`src/rtl/jump_target_unit_if.sv`:
```
// Request/response bundle for the jump target unit: request side is
// in_valid/in_ready, result side is out_valid/out_ready.
interface jump_target_unit_if #(
  parameter int word_size    = 32,
  parameter int offset_width = 26
);
  logic                    in_valid;
  logic                    in_ready;
  logic [1:0]              mode;
  logic                    link;
  logic                    flush;
  logic [word_size-1:0]    inputPC;
  logic [offset_width-1:0] offset;
  logic [word_size-1:0]    reg_target;
  logic                    out_valid;
  logic                    out_ready;
  logic [word_size-1:0]    jump_target;
  logic                    misaligned;
  logic                    ras_underflow;
  logic                    ras_overflow;

  modport master (
    output in_valid, mode, link, flush, inputPC, offset, reg_target, out_ready,
    input  in_ready, out_valid, jump_target, misaligned, ras_underflow, ras_overflow
  );

  modport slave (
    input  in_valid, mode, link, flush, inputPC, offset, reg_target, out_ready,
    output in_ready, out_valid, jump_target, misaligned, ras_underflow, ras_overflow
  );
endinterface

```
`src/rtl/jump_target_unit.sv`:
```
// Jump target computation (PC-relative, region, indirect, return) with a
// circular return-address stack and a one-entry registered result stage.
module jump_target_unit #(
  parameter int word_size    = 32,
  parameter int offset_width = 26,
  parameter int shift_amt    = 2,
  parameter int ras_depth    = 4
) (
  input logic              clk,
  input logic              reset,
  jump_target_unit_if.slave bus
);
  localparam int ptr_w = $clog2(ras_depth);
  localparam int cnt_w = $clog2(ras_depth + 1);
  localparam logic [cnt_w-1:0]     cnt_full    = cnt_w'(ras_depth);
  localparam logic [word_size-1:0] region_mask = {word_size{1'b1}} << (offset_width + shift_amt);
  localparam logic [word_size-1:0] align_mask  = ~({word_size{1'b1}} << shift_amt);

  logic                 out_valid_d, out_valid_q;
  logic [word_size-1:0] jump_target_d, jump_target_q;
  logic                 misaligned_d, misaligned_q;
  logic                 ras_underflow_d, ras_underflow_q;
  logic                 ras_overflow_d, ras_overflow_q;
  logic [ptr_w-1:0]     ras_ptr_d, ras_ptr_q;
  logic [cnt_w-1:0]     ras_cnt_d, ras_cnt_q;
  logic [word_size-1:0] ras_mem_d [ras_depth];
  logic [word_size-1:0] ras_mem_q [ras_depth];

  logic                 in_ready;
  logic                 accept;
  logic                 ras_empty, ras_full, do_pop;
  logic [ptr_w-1:0]     top_idx;
  logic [word_size-1:0] ext, region, ret_addr, target;

  assign in_ready  = !out_valid_q || bus.out_ready;
  assign accept    = bus.in_valid && in_ready && !bus.flush;
  assign ras_empty = (ras_cnt_q == '0);
  assign ras_full  = (ras_cnt_q == cnt_full);
  assign do_pop    = (bus.mode == 2'b11) && !ras_empty;
  // ras_ptr_q points at the next free slot; the top lives one below it.
  assign top_idx   = ras_ptr_q - ptr_w'(1);
  assign ret_addr  = bus.inputPC + word_size'(4);
  assign ext       = {{(word_size-offset_width){bus.offset[offset_width-1]}}, bus.offset} << shift_amt;
  assign region    = (bus.inputPC & region_mask)
                   | ({{(word_size-offset_width){1'b0}}, bus.offset} << shift_amt);

  always_comb begin
    target = bus.reg_target;
    unique case (bus.mode)
      2'b00:   target = bus.inputPC + ext;
      2'b01:   target = region;
      2'b10:   target = bus.reg_target;
      default: target = do_pop ? ras_mem_q[top_idx] : bus.reg_target;
    endcase
  end

  always_comb begin
    out_valid_d     = out_valid_q;
    jump_target_d   = jump_target_q;
    misaligned_d    = misaligned_q;
    ras_underflow_d = ras_underflow_q;
    ras_overflow_d  = ras_overflow_q;
    ras_ptr_d       = ras_ptr_q;
    ras_cnt_d       = ras_cnt_q;
    ras_mem_d       = ras_mem_q;

    if (accept) begin
      out_valid_d     = 1'b1;
      jump_target_d   = target;
      misaligned_d    = (target & align_mask) != '0;
      ras_underflow_d = (bus.mode == 2'b11) && ras_empty;
      ras_overflow_d  = bus.link && ras_full && !do_pop;

      // Pop+push collapses into an in-place overwrite of the top slot.
      if (do_pop && bus.link) begin
        ras_mem_d[top_idx] = ret_addr;
      end else if (do_pop) begin
        ras_ptr_d = top_idx;
        ras_cnt_d = ras_cnt_q - cnt_w'(1);
      end else if (bus.link) begin
        ras_mem_d[ras_ptr_q] = ret_addr;
        ras_ptr_d            = ras_ptr_q + ptr_w'(1);
        if (!ras_full) ras_cnt_d = ras_cnt_q + cnt_w'(1);
      end
    end else if (bus.flush || bus.out_ready) begin
      out_valid_d = 1'b0;
    end
  end

  always_ff @(posedge clk or posedge reset) begin
    if (reset) begin
      out_valid_q     <= 1'b0;
      jump_target_q   <= '0;
      misaligned_q    <= 1'b0;
      ras_underflow_q <= 1'b0;
      ras_overflow_q  <= 1'b0;
      ras_ptr_q       <= '0;
      ras_cnt_q       <= '0;
      ras_mem_q       <= '{default: '0};
    end else begin
      out_valid_q     <= out_valid_d;
      jump_target_q   <= jump_target_d;
      misaligned_q    <= misaligned_d;
      ras_underflow_q <= ras_underflow_d;
      ras_overflow_q  <= ras_overflow_d;
      ras_ptr_q       <= ras_ptr_d;
      ras_cnt_q       <= ras_cnt_d;
      ras_mem_q       <= ras_mem_d;
    end
  end

  assign bus.in_ready      = in_ready;
  assign bus.out_valid     = out_valid_q;
  assign bus.jump_target   = jump_target_q;
  assign bus.misaligned    = misaligned_q;
  assign bus.ras_underflow = ras_underflow_q;
  assign bus.ras_overflow  = ras_overflow_q;
endmodule
```
`src/flat_wrapper.sv`:
```
// flat-port wrapper written by rule: the top's interface ports become plain ports
module jump_target_unit_flat 
#(
  parameter int word_size    = 32,
  parameter int offset_width = 26,
  parameter int shift_amt    = 2,
  parameter int ras_depth    = 4
)
  (clk, reset, bus_in_valid, bus_mode, bus_link, bus_flush, bus_inputPC, bus_offset, bus_reg_target, bus_out_ready, bus_in_ready, bus_out_valid, bus_jump_target, bus_misaligned, bus_ras_underflow, bus_ras_overflow);
  jump_target_unit_if #(.word_size(word_size), .offset_width(offset_width)) bus_i ();
  input logic clk;
  input logic reset;
  input wire logic [$bits(bus_i.in_valid)-1:0] bus_in_valid;
  input wire logic [$bits(bus_i.mode)-1:0] bus_mode;
  input wire logic [$bits(bus_i.link)-1:0] bus_link;
  input wire logic [$bits(bus_i.flush)-1:0] bus_flush;
  input wire logic [$bits(bus_i.inputPC)-1:0] bus_inputPC;
  input wire logic [$bits(bus_i.offset)-1:0] bus_offset;
  input wire logic [$bits(bus_i.reg_target)-1:0] bus_reg_target;
  input wire logic [$bits(bus_i.out_ready)-1:0] bus_out_ready;
  output wire logic [$bits(bus_i.in_ready)-1:0] bus_in_ready;
  output wire logic [$bits(bus_i.out_valid)-1:0] bus_out_valid;
  output wire logic [$bits(bus_i.jump_target)-1:0] bus_jump_target;
  output wire logic [$bits(bus_i.misaligned)-1:0] bus_misaligned;
  output wire logic [$bits(bus_i.ras_underflow)-1:0] bus_ras_underflow;
  output wire logic [$bits(bus_i.ras_overflow)-1:0] bus_ras_overflow;
  assign bus_i.in_valid = bus_in_valid;
  assign bus_i.mode = bus_mode;
  assign bus_i.link = bus_link;
  assign bus_i.flush = bus_flush;
  assign bus_i.inputPC = bus_inputPC;
  assign bus_i.offset = bus_offset;
  assign bus_i.reg_target = bus_reg_target;
  assign bus_i.out_ready = bus_out_ready;
  assign bus_in_ready = bus_i.in_ready;
  assign bus_out_valid = bus_i.out_valid;
  assign bus_jump_target = bus_i.jump_target;
  assign bus_misaligned = bus_i.misaligned;
  assign bus_ras_underflow = bus_i.ras_underflow;
  assign bus_ras_overflow = bus_i.ras_overflow;
  jump_target_unit #(.word_size(word_size), .offset_width(offset_width), .shift_amt(shift_amt), .ras_depth(ras_depth)) u_core (.clk(clk), .reset(reset), .bus(bus_i));
endmodule
```
`config.mk`:
```
export PLATFORM = sky130hd
export DESIGN_NAME = jump_target_unit_flat
export DESIGN_NICKNAME = d
export VERILOG_FILES = /design/src/rtl/jump_target_unit_if.sv /design/src/rtl/jump_target_unit.sv /design/src/flat_wrapper.sv
export SDC_FILE = /design/constraint.sdc
export NUM_CORES = 1
export LEC_CHECK = 0
export CORE_MARGIN = 2
export CORE_UTILIZATION = 60
export CTS_BUF_LIST = sky130_fd_sc_hd__clkbuf_8
export CTS_CLUSTER_SIZE = 40
export DETAILED_ROUTE_END_ITERATION = 10
export PLACE_DENSITY = 0.86
export RECOVER_POWER = 25
export SLEW_MARGIN = 20
export SYNTH_ARGS = -nofsm -noshare
export SYNTH_HDL_FRONTEND = slang
export SYNTH_SLANG_ARGS = --single-unit
```
`constraint.sdc`:
```
create_clock -name clk -period 16.1 [get_ports clk]
set_clock_uncertainty 0.15 [all_clocks]
set_input_delay 4.025 -clock clk [delete_from_list [all_inputs] [get_ports clk]]
set_output_delay 4.025 -clock clk [all_outputs]
set_load 0.02 [all_outputs]
```
# After elaboration in Yosys (flattened, before gate mapping)
# Cells that the tools add are included.
dict set report classes {
  add_sub_neg 6
  magnitude_cmp 4
  n_eq_ne 6
  n_mux 21
  bitwise_logic 4
  n_reduce_logical 24
}
# cell count
set ops {}
lappend ops {{two-way mux 128 bit} 3}
lappend ops {{bitwise mux 128 bit} 2}
lappend ops {{two-way mux 32 bit} 5}
lappend ops {{demux 32 bit (select 2 bit)} 2}
lappend ops {{one-hot mux 32 bit (3 select lines)} 1}
lappend ops {{binary-select mux 32 bit (select 2 bit)} 1}
lappend ops {{adder 32 x 3 -> 32 bit, second input constant} 1}
lappend ops {{adder 32 bit} 1}
lappend ops {{OR 32 x 28 -> 32 bit} 1}
lappend ops {{nonzero test 32 bit} 1}
lappend ops {{logical AND 1 bit} 9}
lappend ops {{two-way mux 3 bit} 3}
lappend ops {{greater-or-equal comparator 3 bit, second input constant} 2}
lappend ops {{< comparator 3 x 1 -> 1 bit, second input constant} 2}
lappend ops {{NOT 2 -> 3 bit} 2}
lappend ops {{AND reduction 3 bit} 2}
lappend ops {{nonzero test 2 bit} 3}
lappend ops {{== test 2 bit, second input constant} 2}
lappend ops {{zero test 1 bit} 4}
lappend ops {{two-way mux 2 bit} 2}
lappend ops {{!= test 2 bit, second input constant} 2}
lappend ops {{AND reduction 4 bit} 1}
lappend ops {{adder 3 x 1 -> 3 bit, second input constant} 1}
lappend ops {{== test 3 bit, second input constant} 1}
lappend ops {{other kinds (9)} 11}
dict set report totals {
  ff_bits 169
  input_bits 98
}

# Longest topological paths before layout
dict set report logic_depth {
  ltp_word 9
  ltp_mapped 12
  depth_no_buf 9
}

# Least setup slack after synthesis
# OpenSTA, ideal clock, no wires.
dict set report synth_timing {
  kind {input to output}
  startpoint {input bus_out_ready}
  endpoint {output bus_in_ready}
  arrival_ns 4.359
  setup_slack_ns 7.566
  path_stages 2
  n_path_buf 0
  cell_sequence {nor2b_1 -> inv_1}
}
dict set report synth_between {
  elab_chain_len 1
}
# element line
set synth_lines {}
lappend synth_lines {{start, declared} flat_wrapper.sv:20} ;# input wire logic [$bits(bus_i.out_ready)-1:0] bus_out_ready;
lappend synth_lines {{logical OR 1 bit} jump_target_unit.sv:35} ;# assign in_ready = !out_valid_q || bus.out_ready;
lappend synth_lines {{end, declared} flat_wrapper.sv:21} ;# output wire logic [$bits(bus_i.in_ready)-1:0] bus_in_ready;
# No other way between the ends.

# Worst setup path after layout
# Ends and elaborated chain as after synthesis.

==> impl_metrics.yaml <==
outcome:
  status: "finished, violations left"
  failed_checks: "max-capacitance violations, max-slew violations"
critical_path:
  startpoint_type: "input port"
  arrival_ns: 5.50
  cp-end-kind: "output port"
  path_cells: "dlygate4sd3_1, nor2b_1, inv_1, clkdlybuf4s50_1"
  critPathSlowestCell: "clkdlybuf4s50_1"
  cp.required_ns: 11.93
  max_stage_delay_ns: 0.56
  crit_type: "input port to output port"
  cp_max_fo: 3
finish:
  fin_cells: 1367
  n_fill_cell: 1154
  fin_util: 0.7346
  drive_gt1_frac: 0.09661
  area_growth_pct: 19.21
  final_nets: 1273
synth:
  syn_inst: 1040
  synth_common_cells: "nor2_1 (174), a21oi_1 (170), dfrtp_1 (169), nand2_1 (63), clkbuf_1 (40)"
  synth_most_common_cell: "nor2_1"
  synth_area_sq_um: 9859
  synth_largest_area_cell: "dfrtp_1"
  syn_avg_cell_area_sq_um: 9.480
  synth_fp_nets: 1177
  synth-edff-count: 0
  synth_warnings: 0
  ys_types: 69
  netlist.area_leader.share: 0.4289
  ys.flop_type: "dfrtp_1"
  synth_area_leaders: "dfrtp_1 (43%), a21oi_1 (8.6%), mux4_2 (7.3%)"
  synth_seq_cells: 169
  async_reset_ff_frac: 1.000
  ys_seq_area_frac: 0.4289
detailed_routing:
  met3_length_um: 2463
  drc_errors: 0
  drtPass1Iterations: 5
  ant_nets: 0
  wl_per_cell_um: 20.48
  totalWireLength_um: 27990
  wl_met1_um: 11580
  viasPerCell: 6.483
  top_layer_used: "met4"
  drt_iter0_markers: 1017
  dr_wl_met2_um: 13110
  vias: 8862
sta:
  fmax_mhz: 103.4
  fin_crit_ns: 9.674
  worst_slew_pin_slew_ns: 3.754
  period_share: 0.6009
  hold_viol: 0
  setup_violations: 0
  max_slew_margin: -1.517
  grt_setup_unrepaired: "false"
  setup_tns_ns: 0
  drv_slew: 133
  worst_slack_ns: 6.426
cts:
  cts_resized: 0
  htreeDepth: 4
  hold_buffers: 0
  clkSlewWorstSetupHoldPaths_ns: 0.10
  clk_path_buf_depth: 2
  clock_sinks: 169
  cts-root-buf: "clkbuf_8"
  clock_latency_ns: 0.47
  cts_buffers: 17
  post-cts-setup-buffer-count: 0
  cts_tree: "done"
floorplanning:
  num_io_pins: 135
  rows: 46
  die-area_sq_um: 17470
  die_w_um: 132.2
  start_util: 0.6162
  die_height_um: 132.2
  coreArea_sq_um: 16000
pwr:
  ir_drop_mv: 0.07979
  p_leak_uw: 0.004693
  powerDensity_nw_per_um2: 160.1
global_routing:
  grt_overflow: 0
  grt_pass1_vias: 8317
  grt_pass1_wl_um: 44520
  grt_max_degree: 86
  track_usage: 0.3238
  antenna_found_initial: 2
hold_path:
  hp-class: "flop to flop"
place:
  dp_slack_ns: 6.563
  placed_cells: 1333
  io_buffer_count: 134
  hpwl_um: 19730
  gp_congestion: 0.9703
flow_run:
  drv_cap: 2
## stage by stage
step	hold WS, ns	power (uW)	area, sq um
floorplan	0.3252	1269	9859
global placement	0.3132	1494	11320
detailed placement	0.3275	1534	11320
CTS	0.3510	1873	11750
global route	0.3782	1988	11750
finish	0.3494	1882	11750
## report_power, final
part	leakage [uW]	switching [uW]	internal (uW)	total, uW
clock network	0.000214	181	147	329
registers	0.00195	114	618	732
logic	0.00253	429	393	821
total	0.00469	724	1160	1880
## critical path: cells and delay by family
family	cells	cell delay, ns
buffers and inverters	3	1.20
AND/OR/NAND/NOR	1	0.28
## flip-flops by register name (all words and copies together), names as in the netlist
register / count
u_core.bus.jump_target: 32
u_core.ras_cnt_q: 3
u_core.bus.out_valid: 1
u_core.bus.ras_overflow: 1
u_core.bus.ras_underflow: 1
u_core.ras_ptr_q: 2
u_core.ras_mem_q: 128
u_core.bus.misaligned: 1
## per-layer routing
layer	up-vias	track usage
met4	0	0.1111
li1	4001	-
met5	-	0
met3	64	0.05921
met1	4305	0.4541
met2	492	0.5133
## cell families after synthesis
family / count (synthesis) / synth area share
mux: 52 / 0.09543
compound gates: 319 / 0.1961
simple gates: 329 / 0.1495
xor+xnor: 50 / 0.04442
buf+inv: 82 / 0.03464
flops: 169 / 0.4289
fa+ha+maj: 39 / 0.05101
## placed cells by master, fill, tap and decap left out, types with 3 or more instances in the layout
cell	n
a211oi_1	5
a21o_1	10
a21oi_1	170
a221o_1	9
a221oi_1	9
a22oi_1	19
a31oi_1	19
and2_1	6
and3_1	12
and4_1	4
buf_4	11
clkbuf_8	17
clkdlybuf4s50_1	128
dfrtp_1	168
dlygate4sd3_1	6
ha_1	37
inv_1	11
inv_8	6
mux2_2	16
mux2i_1	4
mux4_2	32
nand2_1	63
nand3_1	21
nand4_1	13
nor2_1	173
nor3_1	9
nor3_4	4
nor4_1	3
o21a_1	3
o21ai_0	35
o22ai_1	6
o31ai_1	4
or3_1	5
xnor2_1	20
xor2_1	30
## path summary, 6_finish.rpt
check	start	to	slack, ns	depth (start not counted)
worst max-delay path	bus_out_ready	bus_in_ready	6.43	4
worst max register to register	u_core.bus.out_valid$_DFFE_PP0P_	u_core.ras_mem_q[3]$_DFFE_PP0P_	12.06	7
min in group asynchronous	reset	u_core.ras_mem_q[67]$_DFFE_PP0P_	4.96	2
worst min register to register	u_core.bus.ras_underflow$_DFFE_PP0P_	u_core.bus.ras_underflow$_DFFE_PP0P_	0.35	2
max in group asynchronous	reset	u_core.ras_ptr_q[0]$_DFFE_PP0P_	8.95	2
worst min-delay path	u_core.bus.ras_underflow$_DFFE_PP0P_	u_core.bus.ras_underflow$_DFFE_PP0P_	0.35	2
## area by class of cell
type / count / area (sq um) / area share
Antenna cell: 2 / 5.005 / 0.0004258
Clock buffer: 17 / 234.0 / 0.01991
Clock inverter: 15 / 201.4 / 0.01714
Inverter: 12 / 46.29 / 0.003939
Multi-Input combinational cell: 789 / 5328 / 0.4533
Sequential cell: 169 / 4230 / 0.3599
Tap cell: 216 / 270.3 / 0.02299
Timing Repair Buffer: 147 / 1439 / 0.1224
No activity file was read; power rests on OpenSTA's default activity.
